--- config.mk ---
export PLATFORM = sky130hd
export DESIGN_NAME = uart_iic_ctrl
export DESIGN_NICKNAME = d
export VERILOG_FILES = /design/src/rtl/uart_iic_pkg.sv /design/src/rtl/uart_iic_timer.sv /design/src/rtl/uart_iic_ctrl.sv
export SDC_FILE = /design/constraint.sdc
export NUM_CORES = 1
export LEC_CHECK = 0
export CAP_MARGIN = 15
export CORE_MARGIN = 3
export CORE_UTILIZATION = 56
export CTS_CLUSTER_DIAMETER = 150
export CTS_CLUSTER_SIZE = 25
export DETAILED_ROUTE_END_ITERATION = 10
export GPL_TIMING_DRIVEN = 0
export HOLD_SLACK_MARGIN = 0.12
export PLACE_DENSITY = 0.81
export SYNTH_ARGS = -nofsm -noshare
export SYNTH_HDL_FRONTEND = slang
export SYNTH_SLANG_ARGS = --single-unit
--- constraint.sdc ---
create_clock -name clk -period 4.6 [get_ports clk]
set_input_delay 0.69 -clock clk [delete_from_list [all_inputs] [get_ports clk]]
set_output_delay 0.69 -clock clk [all_outputs]
set_load 0.02 [all_outputs]
--- src/rtl/uart_iic_pkg.sv ---
// Shared definitions for the UART-to-I2C command sequencer.
//   state_t    : sequencer states
//   CMD_*      : command codes carried in the second frame byte
//   HDR_*      : frame header bytes (command in, response out)
//   STATUS_*   : status byte returned in the response frame
//   max_u      : helper used to size the shared timeout counter
package uart_iic_pkg;

    typedef enum logic [3:0] {
        ST_IDLE,
        ST_CMD,
        ST_DEV,
        ST_REG,
        ST_DATA,
        ST_ISSUE,
        ST_WAIT,
        ST_RSP0,
        ST_RSP1,
        ST_RSP2
    } state_t;

    localparam logic [7:0] CMD_WR         = 8'h01;
    localparam logic [7:0] CMD_RD         = 8'h02;
    localparam logic [7:0] HDR_CMD        = 8'h55;
    localparam logic [7:0] HDR_RSP        = 8'hAA;
    localparam logic [7:0] STATUS_OK      = 8'h00;
    localparam logic [7:0] STATUS_NACK    = 8'h01;
    localparam logic [7:0] STATUS_BAD_CMD = 8'h02;
    localparam logic [7:0] STATUS_TIMEOUT = 8'h03;

    function automatic int unsigned max_u(input int unsigned a, input int unsigned b);
        return (a > b) ? a : b;
    endfunction

endpackage

--- src/rtl/uart_iic_timer.sv ---
// Loadable down-counter used for both the inter-byte and the I2C
// transaction timeout.
//   clk, rst  : clock, synchronous active-high reset
//   load      : start counting down from load_val (wins over clear)
//   clear     : disarm the counter
//   load_val  : start value; expired rises load_val+1 cycles after load
//   expired   : armed and count has reached zero
module uart_iic_timer #(
    parameter int unsigned WIDTH = 19
) (
    input  logic             clk,
    input  logic             rst,
    input  logic             clear,
    input  logic             load,
    input  logic [WIDTH-1:0] load_val,
    output logic             expired
);

    logic [WIDTH-1:0] count;
    logic             armed;

    always_ff @(posedge clk) begin
        if (rst) begin
            count <= '0;
            armed <= 1'b0;
        end else if (load) begin
            count <= load_val;
            armed <= 1'b1;
        end else if (clear) begin
            count <= '0;
            armed <= 1'b0;
        end else if (armed && (count != '0)) begin
            count <= count - 1'b1;
        end
    end

    // Holds at zero once expired so the owner sees a steady level.
    assign expired = armed && (count == '0);

endmodule

--- src/rtl/uart_iic_ctrl.sv ---
// Command sequencer between the UART byte link and the I2C master.
// Parses 0x55,CMD,DEV,REG[,DATA] frames, runs one I2C transaction and
// answers with 0xAA,STATUS,RDATA.
//   clk, rst             : clock, synchronous active-high reset
//   rx_data/rx_valid     : received UART bytes (strobe, no backpressure)
//   tx_data/tx_valid/tx_ready : response bytes to UART TX (valid/ready)
//   iic_start/rw/dev/reg/wdata : transaction request to I2C master
//   iic_done/nack/rdata  : completion from I2C master
//   busy                 : high whenever not IDLE
//
// state  | meaning
// IDLE   | hunting for 0x55 header
// CMD    | waiting for command byte
// DEV    | waiting for device address
// REG    | waiting for register address
// DATA   | waiting for write data
// ISSUE  | pulsing iic_start
// WAIT   | waiting for iic_done or transaction timeout
// RSP0-2 | presenting response bytes 0xAA, STATUS, RDATA
module uart_iic_ctrl
    import uart_iic_pkg::*;
#(
    parameter int unsigned BYTE_TO = 50000,
    parameter int unsigned IIC_TO  = 500000
) (
    input  logic       clk,
    input  logic       rst,
    input  logic [7:0] rx_data,
    input  logic       rx_valid,
    output logic [7:0] tx_data,
    output logic       tx_valid,
    input  logic       tx_ready,
    output logic       iic_start,
    output logic       iic_rw,
    output logic [6:0] iic_dev,
    output logic [7:0] iic_reg,
    output logic [7:0] iic_wdata,
    input  logic       iic_done,
    input  logic       iic_nack,
    input  logic [7:0] iic_rdata,
    output logic       busy
);

    localparam int unsigned TO_MAX = max_u(BYTE_TO, IIC_TO);
    localparam int unsigned TW     = $clog2(TO_MAX + 1);

    state_t          state, next_state;
    logic [7:0]      status_q, rdata_q;
    logic            tmr_clear, tmr_load, tmr_expired;
    logic [TW-1:0]   tmr_val;

    uart_iic_timer #(.WIDTH(TW)) u_timer (
        .clk      (clk),
        .rst      (rst),
        .clear    (tmr_clear),
        .load     (tmr_load),
        .load_val (tmr_val),
        .expired  (tmr_expired)
    );

    always_ff @(posedge clk) begin
        if (rst) state <= ST_IDLE;
        else     state <= next_state;
    end

    // A received byte is checked before the timeout so it wins a tie.
    always_comb begin
        next_state = state;
        tmr_load   = 1'b0;
        tmr_clear  = 1'b0;
        tmr_val    = '0;
        case (state)
            ST_IDLE: begin
                tmr_clear = 1'b1;
                if (rx_valid && (rx_data == HDR_CMD)) begin
                    next_state = ST_CMD;
                    tmr_load   = 1'b1;
                    tmr_val    = TW'(BYTE_TO);
                end
            end
            ST_CMD: begin
                if (rx_valid) begin
                    if ((rx_data == CMD_WR) || (rx_data == CMD_RD)) begin
                        next_state = ST_DEV;
                        tmr_load   = 1'b1;
                        tmr_val    = TW'(BYTE_TO);
                    end else begin
                        next_state = ST_RSP0;
                        tmr_clear  = 1'b1;
                    end
                end else if (tmr_expired) begin
                    next_state = ST_IDLE;
                end
            end
            ST_DEV: begin
                if (rx_valid) begin
                    next_state = ST_REG;
                    tmr_load   = 1'b1;
                    tmr_val    = TW'(BYTE_TO);
                end else if (tmr_expired) begin
                    next_state = ST_IDLE;
                end
            end
            ST_REG: begin
                if (rx_valid) begin
                    next_state = iic_rw ? ST_ISSUE : ST_DATA;
                    tmr_load   = 1'b1;
                    tmr_val    = TW'(BYTE_TO);
                end else if (tmr_expired) begin
                    next_state = ST_IDLE;
                end
            end
            ST_DATA: begin
                if (rx_valid) begin
                    next_state = ST_ISSUE;
                end else if (tmr_expired) begin
                    next_state = ST_IDLE;
                end
            end
            ST_ISSUE: begin
                // Loaded here so the transaction count starts in WAIT.
                next_state = ST_WAIT;
                tmr_load   = 1'b1;
                tmr_val    = TW'(IIC_TO);
            end
            ST_WAIT: begin
                if (iic_done || tmr_expired) begin
                    next_state = ST_RSP0;
                    tmr_clear  = 1'b1;
                end
            end
            ST_RSP0: if (tx_ready) next_state = ST_RSP1;
            ST_RSP1: if (tx_ready) next_state = ST_RSP2;
            ST_RSP2: if (tx_ready) next_state = ST_IDLE;
            default: next_state = ST_IDLE;
        endcase
    end

    always_ff @(posedge clk) begin
        if (rst) begin
            iic_rw    <= 1'b0;
            iic_dev   <= '0;
            iic_reg   <= '0;
            iic_wdata <= '0;
            status_q  <= '0;
            rdata_q   <= '0;
        end else begin
            case (state)
                ST_CMD: if (rx_valid) begin
                    if ((rx_data == CMD_WR) || (rx_data == CMD_RD)) begin
                        iic_rw <= (rx_data == CMD_RD);
                    end else begin
                        status_q <= STATUS_BAD_CMD;
                        rdata_q  <= 8'h00;
                    end
                end
                ST_DEV:  if (rx_valid) iic_dev   <= rx_data[6:0];
                ST_REG:  if (rx_valid) iic_reg   <= rx_data;
                ST_DATA: if (rx_valid) iic_wdata <= rx_data;
                ST_WAIT: begin
                    if (iic_done) begin
                        status_q <= iic_nack ? STATUS_NACK : STATUS_OK;
                        rdata_q  <= (iic_rw && !iic_nack) ? iic_rdata : 8'h00;
                    end else if (tmr_expired) begin
                        status_q <= STATUS_TIMEOUT;
                        rdata_q  <= 8'h00;
                    end
                end
                default: ;
            endcase
        end
    end

    // Response byte follows the state, so it can only move on a handshake.
    always_comb begin
        tx_valid = 1'b0;
        tx_data  = 8'h00;
        case (state)
            ST_RSP0: begin tx_valid = 1'b1; tx_data = HDR_RSP;  end
            ST_RSP1: begin tx_valid = 1'b1; tx_data = status_q; end
            ST_RSP2: begin tx_valid = 1'b1; tx_data = rdata_q;  end
            default: ;
        endcase
    end

    assign iic_start = (state == ST_ISSUE);
    assign busy      = (state != ST_IDLE);

endmodule

==> results.sh <==
export IMPL_status="finished, final reports clean"
export IMPL_r2r_start="state[2]"
export IMPL_wirelength_um=7990
export IMPL_r2r_end="u_timer.count[9]"
export IMPL_fillerInstances=397
export IMPL_placed_area_um2=3690
export IMPL_ff2ff_path_depth=7
export IMPL_antenna_found_initial=0
export IMPL_vias=2957
export IMPL_tns_ps=0
export IMPL_fin_skew_ps=9.14
export IMPL_grt_usage=0.271
export IMPL_fin_ws_ps=1470
export IMPL_largest_register_ffs=19
export IMPL_synth_edff_count=0
export IMPL_pin_count=57
export IMPL_fin_crit_ps=3130
export IMPL_cpMaxStageDelayCell="clkdlybuf4s50_1"
export IMPL_cp_data_required_time_ps=3910
export IMPL_cts_buffer_depth=2
export IMPL_fin_nets=441
export IMPL_synth_nets=375
export IMPL_ys_warn_count=0
export IMPL_worst_pin_slew_ps=708
export IMPL_drtAntennaViolNets=0
export IMPL_hold_depth=2
export IMPL_path_delay_family="buffers and inverters"
export IMPL_start_kind="register"
export IMPL_path_class="register to output port"
export IMPL_synth_cells=351
export IMPL_slew_headroom=0.524
export IMPL_die_w_um=79.8
export IMPL_path_cells="buf_2 -> nor3b_2 -> a21oi_1 -> o21ai_0 -> clkdlybuf4s50_1"
export IMPL_floorplan_initialDensity=0.587
export IMPL_finalCritPeriodShare=0.681
export IMPL_synth_top_cell_by_area="dfxtp_1"
export IMPL_cts_resized=0
export IMPL_drv_slew=0
export IMPL_setup_violations=0
export IMPL_cts_buffers=9
export IMPL_hold_viol=0
export IMPL_multi_input_area_um2=1760
export IMPL_gp_congestion=0.961
export IMPL_coreArea_um2=5200
export IMPL_via_per_inst=6.01
export IMPL_whs_ps=462
export IMPL_cp_num_buf_inv=2
export IMPL_cts_root_buf="clkbuf_8"
export IMPL_clock_latency_ps=340
export IMPL_grt_pass1_wl_um=13500
export IMPL_ys_async_sr_fraction=0
export IMPL_p_per_area_nw_per_um2=564
export IMPL_post_cts_buffers=0
export IMPL_regToRegSetupSlack_ps=2360
export IMPL_initialDrtViolationCount=267
export IMPL_holdBufCountCts=0
export IMPL_power_leakage_nw=1.40
export IMPL_hpwl_um=5790
export IMPL_endpoint="tx_data[1]"
export IMPL_rows=26
export IMPL_numPortBuffers=55
export IMPL_crit_start="state[2]"
export IMPL_syn_cell_area_um2=3050
export IMPL_cts_sinks=58
export IMPL_synth_top_area_frac=0.380
export IMPL_synth_ff_type="dfxtp_1"
export IMPL_post_route_drc_count=0
export IMPL_ys_seq_area_frac=0.380
export IMPL_seq_area_um2=1160
export IMPL_crit_path_max_incr_delay_ps=640
export IMPL_ir_drop_mv=0.294
export IMPL_area_growth_pct=26.5
export IMPL_maxCapViolCount=0
export IMPL_top_register="u_timer.count"
export IMPL_finalNonFillerCells=492
export IMPL_critical_path_depth=5
export IMPL_drive_gt1_frac=0.133
export IMPL_grt_max_degree=11
export IMPL_grt_setup_unrepaired="false"
export IMPL_fin_area_um2=3860
export IMPL_arrival_ps=2440
export IMPL_grt_pass1_vias=2838
export IMPL_hold_path_class="register to register"
export IMPL_synth_cell_type_count=69
export IMPL_preCtsSetupSlack_ps=1640
export IMPL_clkTransAtPathRegs_ps=70
export IMPL_cp_max_fo=10
export IMPL_crit_path_end_kind="output port"
export IMPL_avgSynthCellArea_um2=8.70
export IMPL_yosys_top_cells_area="dfxtp_1 (38%), nor2_1 (7.0%), mux2i_1 (5.6%), a21oi_1 (4.6%), nand3_1 (3.1%)"
export IMPL_cts_max_level=3
export IMPL_first_pass_iters=6
export IMPL_die_area_um2=6370
export IMPL_fmax_mhz=319
export IMPL_ys_ff_latch=58
export IMPL_diodes=0
export IMPL_die_h_um=79.8
export IMPL_dp_cells=476
export IMPL_cts_tree="built"
export IMPL_post_drt_wl_per_cell_um=16.2
export IMPL_gr_total_overflow=0
==> synth_stat cells, types with 7 or more instances <==
cell and number:
and3_1 7, nand2_1 21, nand3_1 19, clkbuf_1 8
a22oi_1 9, dfxtp_1 58, inv_1 7, xor2_1 7
mux2i_1 17, nor2_1 57, a21oi_1 28
==> cell usage in the layout (no fill, tap or decap), types with 3 or more instances in the layout <==
master / count
mux2i_1: 17
buf_4: 4
nor4_2: 6
nor4_1: 3
a22oi_1: 9
clkbuf_1: 9
nor3_1: 5
nand2_1: 21
a21oi_1: 28
nand3_1: 19
xor2_1: 7
clkbuf_8: 10
o211ai_1: 3
clkinv_2: 3
xnor2_1: 3
a21o_1: 3
a211oi_1: 6
nand2b_1: 4
o21ai_0: 5
clkdlybuf4s50_1: 55
inv_1: 7
nor2_1: 57
and3_1: 7
a31oi_1: 3
nand4_1: 6
buf_2: 6
or4_1: 3
dfxtp_1: 58
==> area by class of cell <==
cell class	instances	share of cell area
buffer	19	0.0243
sequential	58	0.301
tap	70	0.0227
inverter	9	0.00875
clock inverter	5	0.00777
timing repair buffer	55	0.143
multi-input combinational	265	0.457
clock buffer	11	0.0366
==> worst register-to-register path, delay by kind of cell, from the launching register on <==
kind / cells / cell delay (ps)
AO/OA/AOI/OAI: 3 / 260
AND/OR/NAND/NOR: 3 / 1170
buffers and inverters: 1 / 200
flip-flops: 1 / 480
==> cells by family (layout without fill, tap and decap cells) <==
group	count (synthesis)	in the layout	synth area share
AO/OA/AOI/OAI	76	76	0.175
flip-flops	58	58	0.380
buffers and inverters	28	99	0.0418
AND/OR/NAND/NOR	159	159	0.305
adder cells (fa/ha/maj)	2	2	0.00820
multiplexers	17	17	0.0557
XOR/XNOR	11	11	0.0340
==> routing by layer <==
metal,routed length [um],track usage
met5,0,0
met4,209,0.125
met3,637,0.0485
met2,3490,0.412
met1,3650,0.374
==> worst min-delay path by stage <==
stage / start / endpoint
after floorplan: status_q[1] / status_q[1]
after global placement: iic_reg[2] / iic_reg[2]
after detailed placement: status_q[1] / status_q[1]
after CTS: status_q[1] / status_q[1]
after global routing: iic_reg[4] / iic_reg[4]
final: status_q[1] / status_q[1]
==> power by group <==
group          total, mW  internal, mW  switching [mW]
logic               1.10         0.444           0.657
registers          0.666         0.576          0.0903
clock network      0.411         0.207           0.204
==> through the flow <==
step	power, mW	utilization
after CTS	2.16	0.742
after global placement	1.72	0.709
after floorplan	1.48	-
final	2.18	0.742
after global routing	2.32	0.742
after detailed placement	1.75	0.709
No activity file was read; power rests on OpenSTA's default activity.
